--- config.mk ---
export PLATFORM = sky130hd
export DESIGN_NAME = mp_line_bridge_flat
export DESIGN_NICKNAME = d
export VERILOG_FILES = /design/src/rtl/mp_line_bridge_if.sv /design/src/rtl/mp_line_bridge.sv /design/src/flat_wrapper.sv
export SDC_FILE = /design/constraint.sdc
export NUM_CORES = 1
export LEC_CHECK = 0
export BUFFER_PORTS_ARGS = -buffer_cell sky130_fd_sc_hd__buf_2
export CAP_MARGIN = 20
export CORE_ASPECT_RATIO = 1.1
export CORE_MARGIN = 2
export CORE_UTILIZATION = 56
export CTS_CLUSTER_SIZE = 16
export DETAILED_ROUTE_END_ITERATION = 12
export PLACE_DENSITY = 0.93
export RECOVER_POWER = 100
export SKIP_CTS_REPAIR_TIMING = 1
export SYNTH_ARGS = -nofsm -noshare
export SYNTH_HDL_FRONTEND = slang
export SYNTH_SLANG_ARGS = --single-unit
--- constraint.sdc ---
create_clock -name clk -period 16.3 [get_ports clk]
set_clock_uncertainty 0.1 [all_clocks]
set_input_delay 3.26 -clock clk [delete_from_list [all_inputs] [get_ports clk]]
set_output_delay 3.26 -clock clk [all_outputs]
set_load 0.01 [all_outputs]
--- src/rtl/mp_line_bridge_if.sv ---
// Cache-line port (core side) and burst host port (memory-controller side) of mp_line_bridge.
// The bridge uses the master view; the surrounding system or bench uses the slave view.
interface mp_line_bridge_if;
    logic         mem_request;
    logic         mem_rwn;
    logic [15:0]  mem_addr;
    logic [127:0] mem_write_data;
    logic         mem_finish;
    logic [127:0] mem_read_data;
    logic         mem_partial;
    logic         mem_replace;
    logic [4:0]   mem_replace_set;
    logic [6:0]   mem_replace_tag;
    logic         host_req;
    logic         host_rwn;
    logic         host_burst;
    logic [31:0]  host_addr;
    logic         host_ack;
    logic [1:0]   host_txm;
    logic [15:0]  host_txd;
    logic         host_txd_ack;
    logic [15:0]  host_rxd;
    logic         host_rxd_vld;
    logic         err;

    modport master (
        input  mem_request, mem_rwn, mem_addr, mem_write_data,
        input  host_ack, host_txd_ack, host_rxd, host_rxd_vld,
        output mem_finish, mem_read_data, mem_partial, mem_replace,
        output mem_replace_set, mem_replace_tag,
        output host_req, host_rwn, host_burst, host_addr, host_txm, host_txd,
        output err
    );

    modport slave (
        output mem_request, mem_rwn, mem_addr, mem_write_data,
        output host_ack, host_txd_ack, host_rxd, host_rxd_vld,
        input  mem_finish, mem_read_data, mem_partial, mem_replace,
        input  mem_replace_set, mem_replace_tag,
        input  host_req, host_rwn, host_burst, host_addr, host_txm, host_txd,
        input  err
    );
endinterface

--- src/rtl/mp_line_bridge.sv ---
// Turns each 128-bit cache-line read/write from the core into one 8-beat x 16-bit
// burst on the memory-controller host port, then pulses mem_finish.
//
// state | meaning
// IDLE  | waiting for mem_request; latches address, direction and write line
// CMD   | host_req asserted until host_ack; beats may already flow
// DATA  | command accepted, collecting remaining beats
// DONE  | one-cycle mem_finish with read line and replace info
module mp_line_bridge #(
    parameter logic [31:0] BASE  = 32'h0000_0000,
    parameter int          BEATS = 8
) (
    input  logic          clk,
    input  logic          rst,
    mp_line_bridge_if.master bus
);
    localparam logic [2:0] LAST_BEAT = 3'(BEATS - 1);

    typedef enum logic [1:0] {IDLE, CMD, DATA, DONE} state_t;

    state_t       state, state_nx;
    logic [2:0]   beat, beat_nx;
    logic         ack_seen, ack_seen_nx;
    logic         full, full_nx;
    logic         err_q, err_set;
    logic [11:0]  line_q;
    logic         rwn_q;
    logic [127:0] wbuf, rbuf;
    logic         busy, beat_in, beat_ok, ack_now, last_now, done_now, accept;
    logic         unused_addr_lsbs;

    assign unused_addr_lsbs = ^bus.mem_addr[3:0];

    always_comb begin
        busy     = (state == CMD) || (state == DATA);
        accept   = (state == IDLE) && bus.mem_request;
        beat_in  = rwn_q ? bus.host_rxd_vld : bus.host_txd_ack;
        beat_ok  = busy && beat_in && !full;
        ack_now  = ack_seen || ((state == CMD) && bus.host_ack);
        // full marks "eighth beat already taken" while still waiting for host_ack
        last_now = full || (beat_ok && (beat == LAST_BEAT));
        done_now = busy && ack_now && last_now;

        err_set  = (bus.host_ack && (state != CMD))
                || ((bus.host_rxd_vld || bus.host_txd_ack) && !busy)
                || (busy && full && (bus.host_rxd_vld || bus.host_txd_ack))
                || (busy && rwn_q && bus.host_txd_ack)
                || (busy && !rwn_q && bus.host_rxd_vld);

        state_nx    = state;
        beat_nx     = beat;
        full_nx     = full;
        ack_seen_nx = ack_seen;

        case (state)
            IDLE: if (bus.mem_request) state_nx = CMD;
            CMD: begin
                if (done_now)          state_nx = DONE;
                else if (bus.host_ack) state_nx = DATA;
            end
            DATA: if (done_now) state_nx = DONE;
            DONE: state_nx = IDLE;
            default: state_nx = IDLE;
        endcase

        if (accept) begin
            beat_nx     = '0;
            full_nx     = 1'b0;
            ack_seen_nx = 1'b0;
        end
        if ((state == CMD) && bus.host_ack) ack_seen_nx = 1'b1;

        if (done_now) begin
            beat_nx = '0;
            full_nx = 1'b0;
        end else if (beat_ok) begin
            if (beat == LAST_BEAT) full_nx = 1'b1;
            else                   beat_nx = beat + 3'd1;
        end
    end

    always_ff @(posedge clk or posedge rst) begin
        if (rst) begin
            state    <= IDLE;
            beat     <= '0;
            full     <= 1'b0;
            ack_seen <= 1'b0;
            err_q    <= 1'b0;
            line_q   <= '0;
            rwn_q    <= 1'b0;
            wbuf     <= '0;
            rbuf     <= '0;
        end else begin
            state    <= state_nx;
            beat     <= beat_nx;
            full     <= full_nx;
            ack_seen <= ack_seen_nx;
            if (err_set) err_q <= 1'b1;
            if (accept) begin
                line_q <= bus.mem_addr[15:4];
                rwn_q  <= bus.mem_rwn;
                wbuf   <= bus.mem_write_data;
            end
            if (beat_ok && rwn_q) rbuf[{beat, 4'b0000} +: 16] <= bus.host_rxd;
        end
    end

    assign bus.host_req        = (state == CMD);
    assign bus.host_rwn        = rwn_q;
    assign bus.host_burst      = 1'b1;
    assign bus.host_addr       = BASE + {16'b0, line_q, 4'b0000};
    assign bus.host_txm        = 2'b00;
    assign bus.host_txd        = wbuf[{beat, 4'b0000} +: 16];
    assign bus.mem_finish      = (state == DONE);
    assign bus.mem_read_data   = rbuf;
    assign bus.mem_partial     = 1'b0;
    assign bus.mem_replace     = (state == DONE) && rwn_q;
    assign bus.mem_replace_set = line_q[4:0];
    assign bus.mem_replace_tag = line_q[11:5];
    assign bus.err             = err_q;
endmodule

--- src/flat_wrapper.sv ---
// flat-port wrapper written by rule: the top's interface ports become plain ports
module mp_line_bridge_flat 
#(
    parameter logic [31:0] BASE  = 32'h0000_0000,
    parameter int          BEATS = 8
)
  (clk, rst, bus_mem_request, bus_mem_rwn, bus_mem_addr, bus_mem_write_data, bus_host_ack, bus_host_txd_ack, bus_host_rxd, bus_host_rxd_vld, bus_mem_finish, bus_mem_read_data, bus_mem_partial, bus_mem_replace, bus_mem_replace_set, bus_mem_replace_tag, bus_host_req, bus_host_rwn, bus_host_burst, bus_host_addr, bus_host_txm, bus_host_txd, bus_err);
  mp_line_bridge_if bus_i ();
  input  logic clk;
  input  logic rst;
  input wire logic [$bits(bus_i.mem_request)-1:0] bus_mem_request;
  input wire logic [$bits(bus_i.mem_rwn)-1:0] bus_mem_rwn;
  input wire logic [$bits(bus_i.mem_addr)-1:0] bus_mem_addr;
  input wire logic [$bits(bus_i.mem_write_data)-1:0] bus_mem_write_data;
  input wire logic [$bits(bus_i.host_ack)-1:0] bus_host_ack;
  input wire logic [$bits(bus_i.host_txd_ack)-1:0] bus_host_txd_ack;
  input wire logic [$bits(bus_i.host_rxd)-1:0] bus_host_rxd;
  input wire logic [$bits(bus_i.host_rxd_vld)-1:0] bus_host_rxd_vld;
  output wire logic [$bits(bus_i.mem_finish)-1:0] bus_mem_finish;
  output wire logic [$bits(bus_i.mem_read_data)-1:0] bus_mem_read_data;
  output wire logic [$bits(bus_i.mem_partial)-1:0] bus_mem_partial;
  output wire logic [$bits(bus_i.mem_replace)-1:0] bus_mem_replace;
  output wire logic [$bits(bus_i.mem_replace_set)-1:0] bus_mem_replace_set;
  output wire logic [$bits(bus_i.mem_replace_tag)-1:0] bus_mem_replace_tag;
  output wire logic [$bits(bus_i.host_req)-1:0] bus_host_req;
  output wire logic [$bits(bus_i.host_rwn)-1:0] bus_host_rwn;
  output wire logic [$bits(bus_i.host_burst)-1:0] bus_host_burst;
  output wire logic [$bits(bus_i.host_addr)-1:0] bus_host_addr;
  output wire logic [$bits(bus_i.host_txm)-1:0] bus_host_txm;
  output wire logic [$bits(bus_i.host_txd)-1:0] bus_host_txd;
  output wire logic [$bits(bus_i.err)-1:0] bus_err;
  assign bus_i.mem_request = bus_mem_request;
  assign bus_i.mem_rwn = bus_mem_rwn;
  assign bus_i.mem_addr = bus_mem_addr;
  assign bus_i.mem_write_data = bus_mem_write_data;
  assign bus_i.host_ack = bus_host_ack;
  assign bus_i.host_txd_ack = bus_host_txd_ack;
  assign bus_i.host_rxd = bus_host_rxd;
  assign bus_i.host_rxd_vld = bus_host_rxd_vld;
  assign bus_mem_finish = bus_i.mem_finish;
  assign bus_mem_read_data = bus_i.mem_read_data;
  assign bus_mem_partial = bus_i.mem_partial;
  assign bus_mem_replace = bus_i.mem_replace;
  assign bus_mem_replace_set = bus_i.mem_replace_set;
  assign bus_mem_replace_tag = bus_i.mem_replace_tag;
  assign bus_host_req = bus_i.host_req;
  assign bus_host_rwn = bus_i.host_rwn;
  assign bus_host_burst = bus_i.host_burst;
  assign bus_host_addr = bus_i.host_addr;
  assign bus_host_txm = bus_i.host_txm;
  assign bus_host_txd = bus_i.host_txd;
  assign bus_err = bus_i.err;
  mp_line_bridge #(.BASE(BASE), .BEATS(BEATS)) u_core (.clk(clk), .rst(rst), .bus(bus_i));
endmodule
* Word level (Yosys, flattened, before mapping) *
Cells that the tools add are included.

cells by class
  $add $sub $neg = 2
  equal/unequal tests = 8
  multiplexer cells = 17
  shift-type cells = 3
  reduce and logical (&&, ||, !) cells = 31

operators with widths
  cell                      count
  $bwmux 128                1
  $shift 16x9->128 const A  1
  $shiftx 128x8->16         1
  $shiftx 16x9->128         1
  $logic_and 1x1->1         17
  $mux 3                    4
  $neg 7->9                 1
  $logic_or 1x1->1          8
  $mux 2                    4
  $pmux 2 s4                1
  $mux 1                    7
  $eq 2x2->1 const B        2
  $ne 2x1->1 const B        2
  $add 3x1->3 const B       1
  $eq 3x3->1 const B        1
  $logic_not 1->1           3
  $ne 3x2->1 const B        1
  $reduce_and 3->1          1
  $eq 2x1->1 const B        1
  $logic_not 2->1           1
  $ne 2x2->1 const B        1
  $reduce_bool 2->1         1

word-level totals
  input port bits = 167
  bits in registers = 277
  word-level logic and storage cells = 70
  output and inout port bits = 197

* Longest topological paths before layout *
Gate-level depths: netlist (run 1).

  depth in word-level cells = 9
  gate-level depth with buffers = 10
  mapped depth without buffers = 6

* Worst setup path after synthesis (run 1) *
OpenSTA, ideal clock, no wires.

  path type = register to output
  start point = register u_core.beat[0]
  end point = output port bus_host_txd[10]
  required time = 12,940 ps
  buffers on the path = 3
  stages on the path, launching flop included = 7
  path slack = 11,342 ps
  data arrival time = 1,598 ps
  cell sequence = dfrtp_1 -> clkbuf_2 -> buf_4 -> buf_4 -> mux4_2 -> nand2_1 -> nand2_1

between the ends
  cells in the longest elaborated chain, start to end = 1

RTL lines
  what                      line                   RTL
  start: declaration        mp_line_bridge.sv:22   logic [2:0] beat, beat_nx;
  start signal: assignment  mp_line_bridge.sv:95   beat <= beat_nx;
  $shiftx 128x8->16         mp_line_bridge.sv:113  assign bus.host_txd = wbuf[{beat, 4'b0000} +: 16];
  end: declaration          flat_wrapper.sv:30     output wire logic [$bits(bus_i.host_txd)-1:0] bus_host_txd;

Every way passes these cells.

==> impl_metrics.tcl, run 1 <==
set metrics [dict create \
    utilization 0.6803 \
    hold_viol_final 0 \
    critPathRequiredTime_ns 15.90 \
    wl_per_cell_um 21.97 \
    finalPower_w 0.002921 \
    path_max_fanout 122 \
    cts_buffers 28 \
    overflow 0 \
    relSlewSlack -2.515 \
    io_pins 364 \
    synth_seq_cells 277 \
    synth_most_common_cell "dfrtp_1" \
    yosysTopAreaCell "dfrtp_1" \
    dieHeight_um 159.5 \
    use_met1 0.3110 \
    antenna_found_initial 6 \
    ant_nets 0 \
    dp_hpwl_um 21280 \
    dp.cells 1407 \
    fin_nets 1327 \
    syn_area_um2 12300 \
    fin_crit_sh 0.5993 \
    drt_iter0_drc 332 \
    rows 56 \
    grt_use_met2 0.4851 \
    netSwitchingFraction 0.3426 \
    firstDrtPassIters 4 \
    crit_path_end_kind "asynchronous set/reset pin" \
    avgViaCountPerCell 5.628 \
    core_um2 21440 \
    grt_pass1_vias 8933 \
    syn_to_final_growth_pct 18.57 \
    die_area_um2 23170 \
    drc 0 \
    crit_type "input pin to asynchronous set/reset pin" \
    cp-start-kind "input pin" \
    pwr-share-seq 0.404 \
    powerDensity_nw_per_um2 200.2 \
    synthCells 833 \
    synth_top_area_share 0.5635 \
    synthTopCellsByArea "dfrtp_1 56%, mux2_2 21%, mux4_2 5.9%" \
    insertedDiodeCount 0 \
    outcome "finished with violations" \
    yosysWarningCount 0 \
    synth-edff-count 0 \
    wl_um 31980 \
    root_buffer "clkbuf_16" \
    p_int_w 0.001920 \
    worstPathArrival_ns 9.37 \
    insertion_delay_ns 0.54 \
    finalHoldWorstSlack_ns 0.3847 \
    io_buffers 335 \
    grt_first_pass_wirelength_um 49690 \
    tightest_slew_ns 5.243 \
    combPwrFrac 0.378 \
    grt_start_max_net_pins 123 \
    clock-sinks 277 \
    cap_violations 8 \
    drv_slew 481 \
    netSwitchingPower_w 0.001001 \
    drive_above_1_share 0.4005 \
    track_usage 0.2708 \
    min_period_ns 9.768 \
    synth_ff_type "dfrtp_1" \
    cts_buffer_depth 3 \
    fmax_mhz 102.4 \
    clk_pin_slew_worst_paths_ns 0.06 \
    tritoncts "done" \
    violations "max-capacitance violations, max-slew violations" \
    leakage_nw 7.020 \
    gp_congestion 0.8194 \
    ys_top_cells_by_count "277 x dfrtp_1, 230 x mux2_2, 55 x nand2_1" \
    fp.dieW_um 145.3 \
    clock_power_share 0.219 \
    initial_core_util 0.5738 \
    ys_seq_area_frac 0.5635 \
    grt-busiest-layer "met2" \
    vias 8194 \
    use_met3 0.07736 \
    rsz0062_at_grt "no" \
    htree_levels 1 \
    netlist-cell-type-count 41 \
    final_cells 1456 \
    vdd_drop_max_v 0.0001322 \
    finalSetupViolations 0 \
    fin_setup_tns_ns 0 \
    syn_avg_cell_area_um2 14.77 \
    holdCritPathClass "register to register" \
    synthArstFlopShare 1.000 \
]
## cell families after synthesis
group | count (synthesis) | synth area share
other cells | 2 | 0.0006105
fa+ha+maj | 11 | 0.01119
buf+inv | 88 | 0.04455
compound gates | 16 | 0.008543
mux | 306 | 0.3121
flops | 277 | 0.5635
simple gates | 133 | 0.05950
## stage by stage
| step | cell area (um^2) | worst slack [ns] |
|---|---|---|
| after detailed placement | 13980 | 10.42 |
| after floorplan | 12380 | 5.303 |
| final | 14590 | 6.532 |
| after global placement | 13980 | 10.40 |
| after global routing | 14590 | 4.944 |
| after CTS | 14900 | 9.808 |
## flip-flops by register name, indices dropped and copies added (netlist names)
name and count:
u_core.ack_seen 1, u_core.state 2, u_core.beat 3, u_core.line_q 12, u_core.bus.mem_read_data 128, u_core.full 1
u_core.bus.err 1, u_core.bus.host_rwn 1, u_core.wbuf 128
## routing by layer
layer / vias to the layer above / part of all wire
met3: 74 / 0.088
met2: 399 / 0.52
met4: 8 / 0.031
met5: - / 0.0015
met1: 4197 / 0.36
li1: 3516 / -
## power by group through the flow
stage	clock network (W)	registers [W]	logic (W)
floorplan	0	0.00116	0.000762
global placement	0	0.00114	0.00109
finish	0.000639	0.00118	0.00110
global route	0.000676	0.00121	0.00119
CTS	0.000644	0.00117	0.00116
detailed placement	0	0.00117	0.00114
## area by class of cell
class                   count  area [um^2]
clock buffers              44        882.1
clock inverters             3        40.04
fillers                  1478         6854
inverters                  10        38.79
multi-input cells         490         4828
flip-flops and latches    277         6937
well taps                 290        362.8
repair buffers            342         1498
## worst max-delay path: stages
cell	delay (ns)
clkbuf_1	0.08
clkinvlp_2	2.91
clkbuf_1	3.00
## path summary, 6_finish.rpt
check | start | end | slack [ns] | cells past startpoint
worst max-delay path | rst | u_core.bus.mem_read_data[19] | 6.53 | 3
worst min-delay path | u_core.bus.err | u_core.bus.err | 0.38 | 2
worst max register to register | u_core.state[0] | u_core.wbuf[22] | 9.68 | 5
worst min register to register | u_core.bus.err | u_core.bus.err | 0.38 | 2
max in group clk | bus_mem_request | u_core.wbuf[22] | 7.71 | 4
min in group asynchronous | rst | u_core.line_q[1] | 4.22 | 2
## cell usage in the layout (no fill, tap or decap), drive strengths merged
cell type  instances
mux2i              3
a22o               1
inv                8
o21a               1
nand3b             1
or2                1
a211o              1
mux2             271
dfrtp            277
o32ai              1
and2              37
nand2b             2
and4b              2
clkbuf           224
nor3b              2
a211oi             1
nor4b              1
o221ai             1
clkinv             3
a21oi              8
mux4              32
ha                11
or3                1
nand2             55
conb              24
o21ai              2
nor2               8
buf              162
nand3              6
nor2b              1
nor3               4
bufinv             1
clkinvlp           1
and3              12
Note: power is estimated with default switching activity, not from simulation.
==> run 2, diff against run 1 <==
Settings changed: CORE_UTILIZATION 56 to 52, PLACE_DENSITY 0.93 to 0.87.
Clock period 16.3 ns to 9.5 ns, I/O delays scaled along.
==> run 2 against run 1 <==
  * The run still ends with max-capacitance violations, max-slew violations left
  * Clock-buffer cell count decreased by 3
  * Setup slack got worse by 2.8 ns
  * Critical endpoint is now u_core.wbuf[56]
  * Die area increased by 7.5%
  * Critical path depth increased by 1
  * First-iteration DRC count decreased by 3.0%
  * Largest cell class unchanged
==> impl_metrics.tcl, run 2 (synthesis results as in run 1) <==
set metrics [dict create \
    outcome "finished with violations" \
    violations "max-capacitance violations, max-slew violations" \
    io_buffers 335 \
    clk_pin_slew_worst_paths_ns 0.06 \
    fmax_mhz 174.3 \
    hold_viol_final 0 \
    path_max_fanout 67 \
    grt_pass1_vias 8272 \
    crit_family "buffers and inverters" \
    mostFrequentLayoutCell "dfrtp_1" \
    seq_area_um2 6935 \
    tritoncts "done" \
    fill_cells 1890 \
    dp_hpwl_um 21210 \
    drive_above_1_share 0.4072 \
    min_period_ns 5.737 \
    fin_crit_sh 0.6039 \
    overflow 0 \
    drt_iter0_drc 322 \
    final_cells 1474 \
    insertedDiodeCount 0 \
    finalHoldWorstSlack_ns 0.3855 \
    cap_violations 7 \
    initial_core_util 0.5240 \
    layout_common_cells "276 x dfrtp_1, 228 x mux2_2, 181 x clkbuf_1" \
    gp_congestion 0.7880 \
    critPathRequiredTime_ns 9.96 \
    root_buffer "clkbuf_16" \
    crit-reg2reg-launch "u_core.beat[1]" \
    fp.dieW_um 150.7 \
    firstDrtPassIters 4 \
    holdCritPathClass "register to register" \
    rsz0062_at_grt "no" \
    crit_type "input pin to asynchronous set/reset pin" \
    wl_per_cell_um 20.51 \
    crit_buf_inv 4 \
    post-place-ws_ns 4.987 \
    grt_start_max_net_pins 122 \
    core_um2 23480 \
    dp.cells 1422 \
    cts_buffer_depth 3 \
    io_pins 364 \
    setup.worst_path.start "rst" \
    clock-sinks 277 \
    track_usage 0.2384 \
    min_from "u_core.bus.mem_read_data[80]" \
    syn_to_final_growth_pct 18.79 \
    grt_first_pass_wirelength_um 45730 \
    path_cells "buf_2, clkinvlp_2, clkbuf_1, buf_4" \
    htree_levels 1 \
    cp-start-kind "input pin" \
    worstPathArrival_ns 6.20 \
    fin_ws_ns 3.763 \
    leakage_nw 7.006 \
    relSlewSlack -0.9903 \
    vias 7855 \
    wl_um 30230 \
    ant_nets 0 \
    vdd_drop_max_v 0.0002261 \
    cp_slowest_cell "clkbuf_1" \
    fin_setup_tns_ns 0 \
    cts_buffers 29 \
    drc 0 \
    dieHeight_um 165.3 \
    multi_input_area_um2 4823 \
    avgViaCountPerCell 5.329 \
    tightest_slew_ns 2.985 \
    crit_path_end_kind "asynchronous set/reset pin" \
    antenna_found_initial 3 \
    drv_slew 247 \
    cp_slowest_stage_delay_ns 2.19 \
    fin_nets 1326 \
    finalSetupViolations 0 \
    powerDensity_nw_per_um2 338.9 \
    rows 59 \
    die_area_um2 24900 \
    insertion_delay_ns 0.53 \
]
run 2: cell types whose count changed in the layout (fill, tap and decap cells not counted), sizes merged:
cell,previous run,this run
clkbuf,224,217
clkinv,3,8
buf,162,164
clkinvlp,1,3
inv,8,9
run 2: metal layers:
metal	part of all wire	track usage
met1	0.37	0.2725
met2	0.53	0.4353
met3	0.082	0.06566
met4	0.022	0.07094
met5	0.00086	0
run 2: power breakdown:
| group | switching (W) | leakage (nW) | internal, W |
|---|---|---|---|
| Clock | 0.000457 | 0.460 | 0.000641 |
| Sequential | 0.000340 | 3.52 | 0.00169 |
| Combinational | 0.000902 | 3.02 | 0.000927 |
| Total | 0.00170 | 7.01 | 0.00325 |
run 2: cell type report:
class,instances,area share
clock buffer,41,0.05754
clock inverter,11,0.006079
inverter,10,0.002654
multi-input combinational,490,0.3301
sequential,277,0.4746
tap,305,0.02612
timing repair buffer,340,0.1029
run 2: stage by stage:
stage	total power (W)	util	instance area, um^2
3_3_place_gp	0.003863	0.5965	14000
6_report	0.004952	0.6225	14610
5_1_grt	0.005241	0.6225	14610
4_1_cts	0.005094	0.6361	14930
2_1_floorplan	0.003307	-	12390
3_5_place_dp	0.003965	0.5965	14000
run 2: final timing paths:
path	cells after the start	to	slack (ns)
max	4	u_core.wbuf[56]	3.76
min	1	u_core.bus.mem_read_data[80]	0.39
max reg2reg	5	u_core.bus.mem_read_data[109]	4.54
min reg2reg	1	u_core.bus.mem_read_data[80]	0.39
max in group clk	4	u_core.wbuf[3]	4.43
min in group asynchronous	2	u_core.bus.host_rwn	1.68
==> run 3, diff against run 2 <==
Settings changed: CORE_UTILIZATION 52 to 47, PLACE_DENSITY 0.87 to 0.84.
Clock period 9.5 ns to 4.7 ns, I/O delays scaled along.
==> run 3 against run 2 <==
  * Critical path depth rose by 1
  * The flow still finishes with violations (max-capacitance violations, max-slew violations)
  * Routed wire length fell by 2.5%
  * Setup slack got worse by 3.1 ns
  * Sequential power rose by 100%
  * Register-to-register slack got worse by 3.8 ns
  * Non-clock buffer count rose by 5
==> impl_metrics.tcl, run 3 (synthesis results as in run 1) <==
set metrics [dict create \
    die_area_um2 27490 \
    grt_start_max_net_pins 113 \
    dp_hpwl_um 20900 \
    grt-busiest-layer "met2" \
    io_pins 364 \
    fmax_mhz 247.5 \
    fp.dieW_um 158.3 \
    grt_pass1_vias 8419 \
    critPathRequiredTime_ns 3.66 \
    core_um2 25910 \
    gp_congestion 0.7993 \
    syn_to_final_growth_pct 19.82 \
    wl_um 29470 \
    outcome "finished with violations" \
    mostFrequentLayoutCell "dfrtp_1" \
    insertion_delay_ns 0.54 \
    use_met3 0.06325 \
    crit_path_end_kind "output pin" \
    clk_pin_slew_worst_paths_ns 0.06 \
    clock-sinks 277 \
    cap_violations 5 \
    violations "max-capacitance violations, max-slew violations" \
    min_period_ns 4.040 \
    fin_ws_ns 0.6604 \
    grt_first_pass_wirelength_um 45370 \
    post-place-ws_ns 1.158 \
    cts_buffer_depth 3 \
    vias 7850 \
    antenna_found_initial 2 \
    relSlewSlack -0.8329 \
    cp-start-kind "register" \
    hold_viol_final 0 \
    use_met1 0.2449 \
    track_usage 0.2105 \
    fin_crit_sh 0.8595 \
    final_area_um2 14740 \
    fin_nets 1330 \
    cts_buffers 28 \
    fill_cells 2179 \
    powerDensity_nw_per_um2 676.7 \
    drt_iter0_drc 360 \
    initial_core_util 0.4748 \
    vdd_drop_max_v 0.0004472 \
    tritoncts "done" \
    io_buffers 335 \
    grt_use_met2 0.3707 \
    drive_above_1_share 0.4114 \
    htree_levels 1 \
    worstPathArrival_ns 3.00 \
    leakage_nw 7.049 \
    rows 62 \
    ant_nets 0 \
    dpl-instance-area_um2 14120 \
    dieHeight_um 173.7 \
    path_max_fanout 39 \
    firstDrtPassIters 4 \
    overflow 0 \
    root_buffer "clkbuf_16" \
    avgViaCountPerCell 5.141 \
    finalSetupViolations 0 \
    wl_per_cell_um 19.30 \
    drv_slew 142 \
    rsz0062_at_grt "no" \
    drc 0 \
    crit_type "register to output pin" \
    layout_common_cells "275 x dfrtp_1, 228 x mux2_2, 180 x clkbuf_1" \
    tightest_slew_ns 2.743 \
    holdCritPathClass "register to register" \
]
## run 3: cell types whose count changed in the layout (fill, tap and decap cells not counted), sizes merged
cell / change
buf: +5
clkbuf: +1
clkinvlp: -1
diode: +1
## run 3: final timing paths
| kind | startpoint | endpoint | slack [ns] | depth (start not counted) |
|---|---|---|---|---|
| max reg2reg | u_core.beat[0] | u_core.bus.mem_read_data[92] | 0.71 | 6 |
| max in group asynchronous | rst | u_core.beat[0] | 1.62 | 3 |
| max | u_core.beat[0] | bus_host_txd[8] | 0.66 | 5 |
| min in group asynchronous | rst | u_core.line_q[8] | 0.70 | 2 |
| min | u_core.bus.err | u_core.bus.err | 0.38 | 2 |
| min reg2reg | u_core.bus.err | u_core.bus.err | 0.38 | 2 |
## run 3: report_power, final
| group | internal [W] | switching (W) |
|---|---|---|
| Combinational | 0.00188 | 0.00181 |
| Sequential | 0.00341 | 0.000635 |
| Clock | 0.00131 | 0.000936 |
| Total | 0.00660 | 0.00338 |
## run 3: per-stage QoR
step / instances / hold slack, ns / total power [W] / TNS, ns / utilization
after floorplan: 855 / 0.3638 / 0.006685 / -1.482 / -
final: 1527 / 0.3832 / 0.009975 / 0 / 0.5689
after detailed placement: 1473 / 0.3577 / 0.007987 / 0 / 0.5449
after global placement: 1473 / 0.3602 / 0.007806 / 0 / 0.5449
after global routing: 1526 / 0.4028 / 0.01057 / 0 / 0.5688
after CTS: 1525 / 0.3822 / 0.01027 / 0 / 0.5811
## run 3: layout make-up
cell class | count | area, um^2 | share of cell area
flip-flops and latches | 277 | 6937 | 0.4706
multi-input cells | 490 | 4822 | 0.3271
repair buffers | 345 | 1560 | 0.1058
clock buffers | 42 | 854.6 | 0.05797
well taps | 352 | 440.4 | 0.02988
clock inverters | 10 | 85.08 | 0.005772
inverters | 10 | 38.79 | 0.002631
diodes | 1 | 2.502 | 0.0001698
## run 3: critical path: stages, from the launching register on
cell and delay, ns:
dfrtp_4 0.85, clkbuf_2 0.63, mux4_2 0.65, nand2_1 0.10
nand2_1 0.07, clkbuf_1 0.14
## run 3: layer usage
| metal | vias up | wire length (um) |
|---|---|---|
| li1 | 3532 | - |
| met1 | 3956 | 11430 |
| met2 | 299 | 14660 |
| met5 | - | 25 |
| met4 | 4 | 811 |
| met3 | 59 | 2538 |
